$ cat config.mk
export PLATFORM = sky130hd
export DESIGN_NAME = fetch_sequencer
export DESIGN_NICKNAME = d
export VERILOG_FILES = /design/src/rtl/fetch_sequencer.sv
export SDC_FILE = /design/constraint.sdc
export NUM_CORES = 1
export LEC_CHECK = 0
export BUFFER_PORTS_ARGS = -buffer_cell sky130_fd_sc_hd__buf_2
export CELL_PAD_IN_SITES_DETAIL_PLACEMENT = 0
export CELL_PAD_IN_SITES_GLOBAL_PLACEMENT = 1
export CORE_UTILIZATION = 43
export DETAILED_ROUTE_END_ITERATION = 10
export PLACE_DENSITY = 0.9
export SLEW_MARGIN = 40
export SYNTH_ARGS = -nofsm -noshare
export SYNTH_HDL_FRONTEND = slang
export SYNTH_SLANG_ARGS = --single-unit
$ cat constraint.sdc
create_clock -name clk -period 3.4 [get_ports clk]
set_input_delay 0.68 -clock clk [delete_from_list [all_inputs] [get_ports clk]]
set_output_delay 0.68 -clock clk [all_outputs]
set_load 0.02 [all_outputs]
$ cat src/rtl/fetch_sequencer.sv
// fetch_sequencer: program-counter owner for the single-cycle CPU.
// Selects the next PC from decoder/ALU qualifiers, tracks the loop-start
// address, instruction-memory stalls and the halted state.
// Optional build macro FETCH_RETIRE_COUNT_EN adds a 16-bit committed
// instruction counter on output RetireCount.
module fetch_sequencer #(
    parameter int PC_WIDTH     = 8,
    parameter int RESET_VECTOR = 0,
    parameter int HALT_VECTOR  = 200
) (
    input  logic                clk,
    input  logic                reset,
    output logic [PC_WIDTH-1:0] InstrAddr,
    input  logic                InstrValid,
    input  logic [2:0]          BranchDest,
    input  logic                Halt,
    input  logic                SkipIfNot1Flag,
    input  logic                IfDoneFlag,
    input  logic                AluZero,
    input  logic [PC_WIDTH-1:0] JumpTarget,
    output logic                Stalled,
    output logic                Halted,
    output logic                Retire,
`ifdef FETCH_RETIRE_COUNT_EN
    output logic [15:0]         RetireCount,
`endif
    output logic                BadDest
);

    typedef enum logic [1:0] {
        ST_RUN    = 2'd0,
        ST_WAIT   = 2'd1,
        ST_HALTED = 2'd2
    } state_t;

    localparam logic [PC_WIDTH-1:0] RST_PC  = PC_WIDTH'(RESET_VECTOR);
    localparam logic [PC_WIDTH-1:0] HALT_PC = PC_WIDTH'(HALT_VECTOR);
    localparam logic [PC_WIDTH-1:0] ONE     = PC_WIDTH'(1);
    localparam logic [PC_WIDTH-1:0] TWO     = PC_WIDTH'(2);

    state_t              state_q,   state_d;
    logic [PC_WIDTH-1:0] pc_q,      pc_d;
    logic [PC_WIDTH-1:0] loop_pc_q, loop_pc_d;
    logic                stalled_q, stalled_d;
    logic                halted_q,  halted_d;
    logic                retire_q,  retire_d;
    logic                bad_q,     bad_d;
    logic                commit_d;
    logic [PC_WIDTH-1:0] pc_plus1;
    logic [PC_WIDTH-1:0] pc_plus2;

    // Sequential increments wrap naturally at the PC width.
    assign pc_plus1 = pc_q + ONE;
    assign pc_plus2 = pc_q + TWO;

    // Next-state, next-PC and output selection for the fetch FSM.
    always_comb begin
        state_d   = state_q;
        pc_d      = pc_q;
        loop_pc_d = loop_pc_q;
        stalled_d = 1'b0;
        halted_d  = 1'b0;
        retire_d  = 1'b0;
        bad_d     = bad_q;
        commit_d  = 1'b0;
        case (state_q)
            ST_RUN, ST_WAIT: begin
                if (!InstrValid) begin
                    // Memory not ready: hold PC, ignore the decoder.
                    state_d   = ST_WAIT;
                    stalled_d = 1'b1;
                end else begin
                    commit_d = 1'b1;
                    state_d  = ST_RUN;
                    retire_d = 1'b1;
                    if (Halt) begin
                        // Halt outranks every branch, including BranchDest=6.
                        state_d  = ST_HALTED;
                        halted_d = 1'b1;
                        retire_d = 1'b0;
                    end else if (SkipIfNot1Flag) begin
                        pc_d = AluZero ? pc_plus1 : pc_plus2;
                    end else begin
                        case (BranchDest)
                            3'd0: pc_d = pc_plus1;
                            3'd1: pc_d = JumpTarget;
                            3'd2: pc_d = loop_pc_q;
                            3'd3: pc_d = AluZero ? pc_plus2 : pc_plus1;
                            3'd4: begin
                                pc_d      = pc_plus1;
                                loop_pc_d = pc_plus1;
                            end
                            3'd5: pc_d = (IfDoneFlag && AluZero) ? JumpTarget : pc_plus1;
                            3'd6: begin
                                pc_d     = HALT_PC;
                                state_d  = ST_HALTED;
                                halted_d = 1'b1;
                                retire_d = 1'b0;
                            end
                            3'd7: begin
                                pc_d  = pc_plus1;
                                bad_d = 1'b1;
                            end
                            default: pc_d = pc_plus1;
                        endcase
                    end
                end
            end
            ST_HALTED: begin
                // Frozen until reset.
                halted_d = 1'b1;
            end
            default: begin
                // Illegal encoding: recover to RUN without moving the PC.
                state_d = ST_RUN;
            end
        endcase
    end

    // State, PC and registered status outputs; reset overrides everything.
    always_ff @(posedge clk) begin
        if (reset) begin
            state_q   <= ST_RUN;
            pc_q      <= RST_PC;
            loop_pc_q <= RST_PC;
            stalled_q <= 1'b0;
            halted_q  <= 1'b0;
            retire_q  <= 1'b0;
            bad_q     <= 1'b0;
        end else begin
            state_q   <= state_d;
            pc_q      <= pc_d;
            loop_pc_q <= loop_pc_d;
            stalled_q <= stalled_d;
            halted_q  <= halted_d;
            retire_q  <= retire_d;
            bad_q     <= bad_d;
        end
    end

`ifdef FETCH_RETIRE_COUNT_EN
    logic [15:0] count_q;

    // Committed-instruction counter, wrapping at 16 bits.
    always_ff @(posedge clk) begin
        if (reset) begin
            count_q <= 16'd0;
        end else if (commit_d) begin
            count_q <= count_q + 16'd1;
        end else begin
            count_q <= count_q;
        end
    end

    assign RetireCount = count_q;
`endif

    assign InstrAddr = pc_q;
    assign Stalled   = stalled_q;
    assign Halted    = halted_q;
    assign Retire    = retire_q;
    assign BadDest   = bad_q;

endmodule

==> results.json <==
{
  "status": "finished, final reports clean",
  "detail_route.wl_per_cell_um": 15.5,
  "nNetsFinal": 225,
  "syn_to_final_growth_pct": 11.9,
  "p_seq_share_pct": 52.3,
  "grt-ovfl-total": 0,
  "synth_area_um2": 1480,
  "final_common_cell": "nor2_1",
  "antenna_found_initial": 0,
  "die_y_um": 60.7,
  "cp_max_fo": 12,
  "clock_power_share_pct": 27.5,
  "setup_tns_ps": 0,
  "layout-drive-gt1-share_pct": 22.7,
  "fin_crit_ps": 1970,
  "p_comb_share_pct": 20.2,
  "sw_frac_of_total_pct": 30.5,
  "clockBufferDepth": 2,
  "slew_headroom_pct": 68.8,
  "drt-total-wl_um": 3840,
  "finalSetupViolations": 0,
  "arrival_ps": 2160,
  "fmax_ghz": 0.509,
  "syn_inst": 183,
  "routabilityCongestion": 0.926,
  "rr_worst_depth": 6,
  "grt_setup_unrepaired": "false",
  "synth_edf_count": 0,
  "drcViolationCount": 0,
  "antenna_cells": 0,
  "drt_pass1_iterations": 4,
  "cap_viol_max_count": 0,
  "fin_skew_ps": 11.9,
  "worst_slew_pin_slew_ps": 467,
  "crit_required_ps": 3600,
  "clk_latency_ps": 310,
  "n_fill_cell": 308,
  "grt.total_usage_pct": 23.3,
  "cellPowerDensity_nw_per_um2": 323,
  "cp-start-kind": "register",
  "ys_seq_area_share_pct": 29.7,
  "worstHoldPathType": "reg -> reg",
  "peakVddDrop_mv": 0.187,
  "dp_hpwl_um": 2910,
  "ios": 30,
  "path_class": "reg -> reg",
  "ys_warn_count": 0,
  "holdPathStages": 2,
  "via_per_inst": 5.95,
  "grt_pass1_wl_um": 6320,
  "switching_power_uw": 163,
  "seq_area_um2": 440,
  "die_x_um": 60.7,
  "multi_input_area_um2": 951,
  "final_cell_mix": "nor2_1, buf_2, dfxtp_1, o21ai_0, xor2_1",
  "numPortBuffers": 29,
  "ant_nets": 0,
  "drt_iter0_drc": 117,
  "synth_cell_types": 49,
  "root_buffer": "clkbuf_4",
  "ys_ff_latch": 22,
  "avgSynthCellArea_um2": 8.10,
  "yosys_most_used_dff": "dfxtp_1",
  "cts_tree": "done",
  "cts_resized": 0,
  "grt_max_degree": 23,
  "cts_hold_buffers": 0,
  "initial_core_util_pct": 47.0,
  "p_leak_uw": 0.000681,
  "synthesis.nets": 204,
  "cts_setup_buffers": 0,
  "cts_made_buffers": 3,
  "worst_hold_slack_ps": 490,
  "finalCritPeriodShare_pct": 57.8,
  "dieArea_um2": 3680,
  "grt_pass1_vias": 1284,
  "core_um2": 3150,
  "cp-end-kind": "register",
  "vias": 1469,
  "p_int_uw": 372,
  "hold_viol_final": 0,
  "cts.sinks": 22,
  "cts-htree-levels": 1,
  "slew_violations": 0,
  "async_reset_ff_share_pct": 0,
  "rows": 20,
  "clkTransAtPathRegs_ps": 130
}
==> path summary, 6_finish.rpt <==
path | slack [ps] | startpoint | to
max | 1430 | InstrAddr[0] | InstrAddr[6]
min | 490 | BadDest | BadDest
max reg2reg | 1430 | InstrAddr[0] | InstrAddr[6]
min reg2reg | 490 | BadDest | BadDest
==> layer usage <==
| layer | global-route usage, % | vias to the layer above | share of wire [%] |
|---|---|---|---|
| met5 | 0 | - | 0 |
| met2 | 33.8 | 59 | 46 |
| li1 | - | 708 | - |
| met1 | 34.5 | 698 | 46 |
| met4 | 9.09 | 0 | 0.70 |
| met3 | 3.62 | 4 | 7.6 |
==> area by class of cell <==
cell class,instances,share of cell area [%]
clock buffers,4,2.19
inverters,6,1.36
multi-input cells,141,57.4
flip-flops and latches,22,26.6
well taps,44,3.32
repair buffers,30,9.21
==> logic make-up (layout without fill, tap and decap cells) <==
kind of cell	Yosys count	in the layout	synth area share (%)
flip-flops	22	22	29.7
buffers and inverters	20	40	6.08
AND/OR/NAND/NOR	73	73	25.7
adder cells (fa/ha/maj)	3	3	2.53
AO/OA/AOI/OAI	49	49	26.1
XOR/XNOR	12	12	7.10
multiplexers	4	4	2.79
==> power by group through the flow <==
stage / combinational (µW) / sequential, µW / clock (µW)
finish: 108 / 279 / 147
detailed placement: 106 / 285 / 0
CTS: 107 / 279 / 149
global route: 119 / 281 / 159
global placement: 104 / 284 / 0
floorplan: 70.6 / 287 / 0
==> cells in the mapped netlist (all sizes together) (3+ instances only) <==
| master | count | area share (%) |
|---|---|---|
| nor2 | 33 | 8.5 |
| o221ai | 3 | 1.8 |
| a31oi | 4 | 1.7 |
| nand3b | 3 | 1.5 |
| o21ai | 10 | 3.4 |
| nor3 | 7 | 2.4 |
| ha | 3 | 2.5 |
| nand2b | 4 | 1.7 |
| nand3 | 7 | 2.4 |
| buf | 4 | 1.9 |
| xnor2 | 3 | 1.8 |
| and3 | 4 | 1.7 |
| a211oi | 7 | 4.9 |
| a221o | 3 | 2.1 |
| mux2i | 3 | 2.0 |
| nand2 | 9 | 2.8 |
| inv | 5 | 1.3 |
| a21oi | 4 | 1.4 |
| clkbuf | 10 | 2.6 |
| dfxtp | 22 | 30 |
| xor2 | 9 | 5.3 |
==> state kept, by name, summed over array words and instances, names as in the netlist <==
register / count
Halted: 1
BadDest: 1
InstrAddr: 8
loop_pc_q: 8
Retire: 1
Stalled: 1
state_q: 2
==> critical path, cell delays in order (launching register included) <==
cell and delay (ps):
dfxtp_1 630, ha_1 270, nand3_1 130, nor2_1 200
xor2_1 130, a221oi_1 330, o221ai_1 170
==> per-stage QoR <==
stage                     total power (µW)  worst slack (ps)  util, %  instance area (µm²)  std cells
after floorplan                        358              1510        -                 1480        183
after global placement                 389              1100     51.2                 1610        242
after detailed placement               391              1010     51.2                 1610        242
after CTS                              535              1340     52.3                 1650        246
after global routing                   559              1270     52.6                 1660        247
final                                  535              1430     52.6                 1660        247
Note: power is estimated with default switching activity, not from simulation.
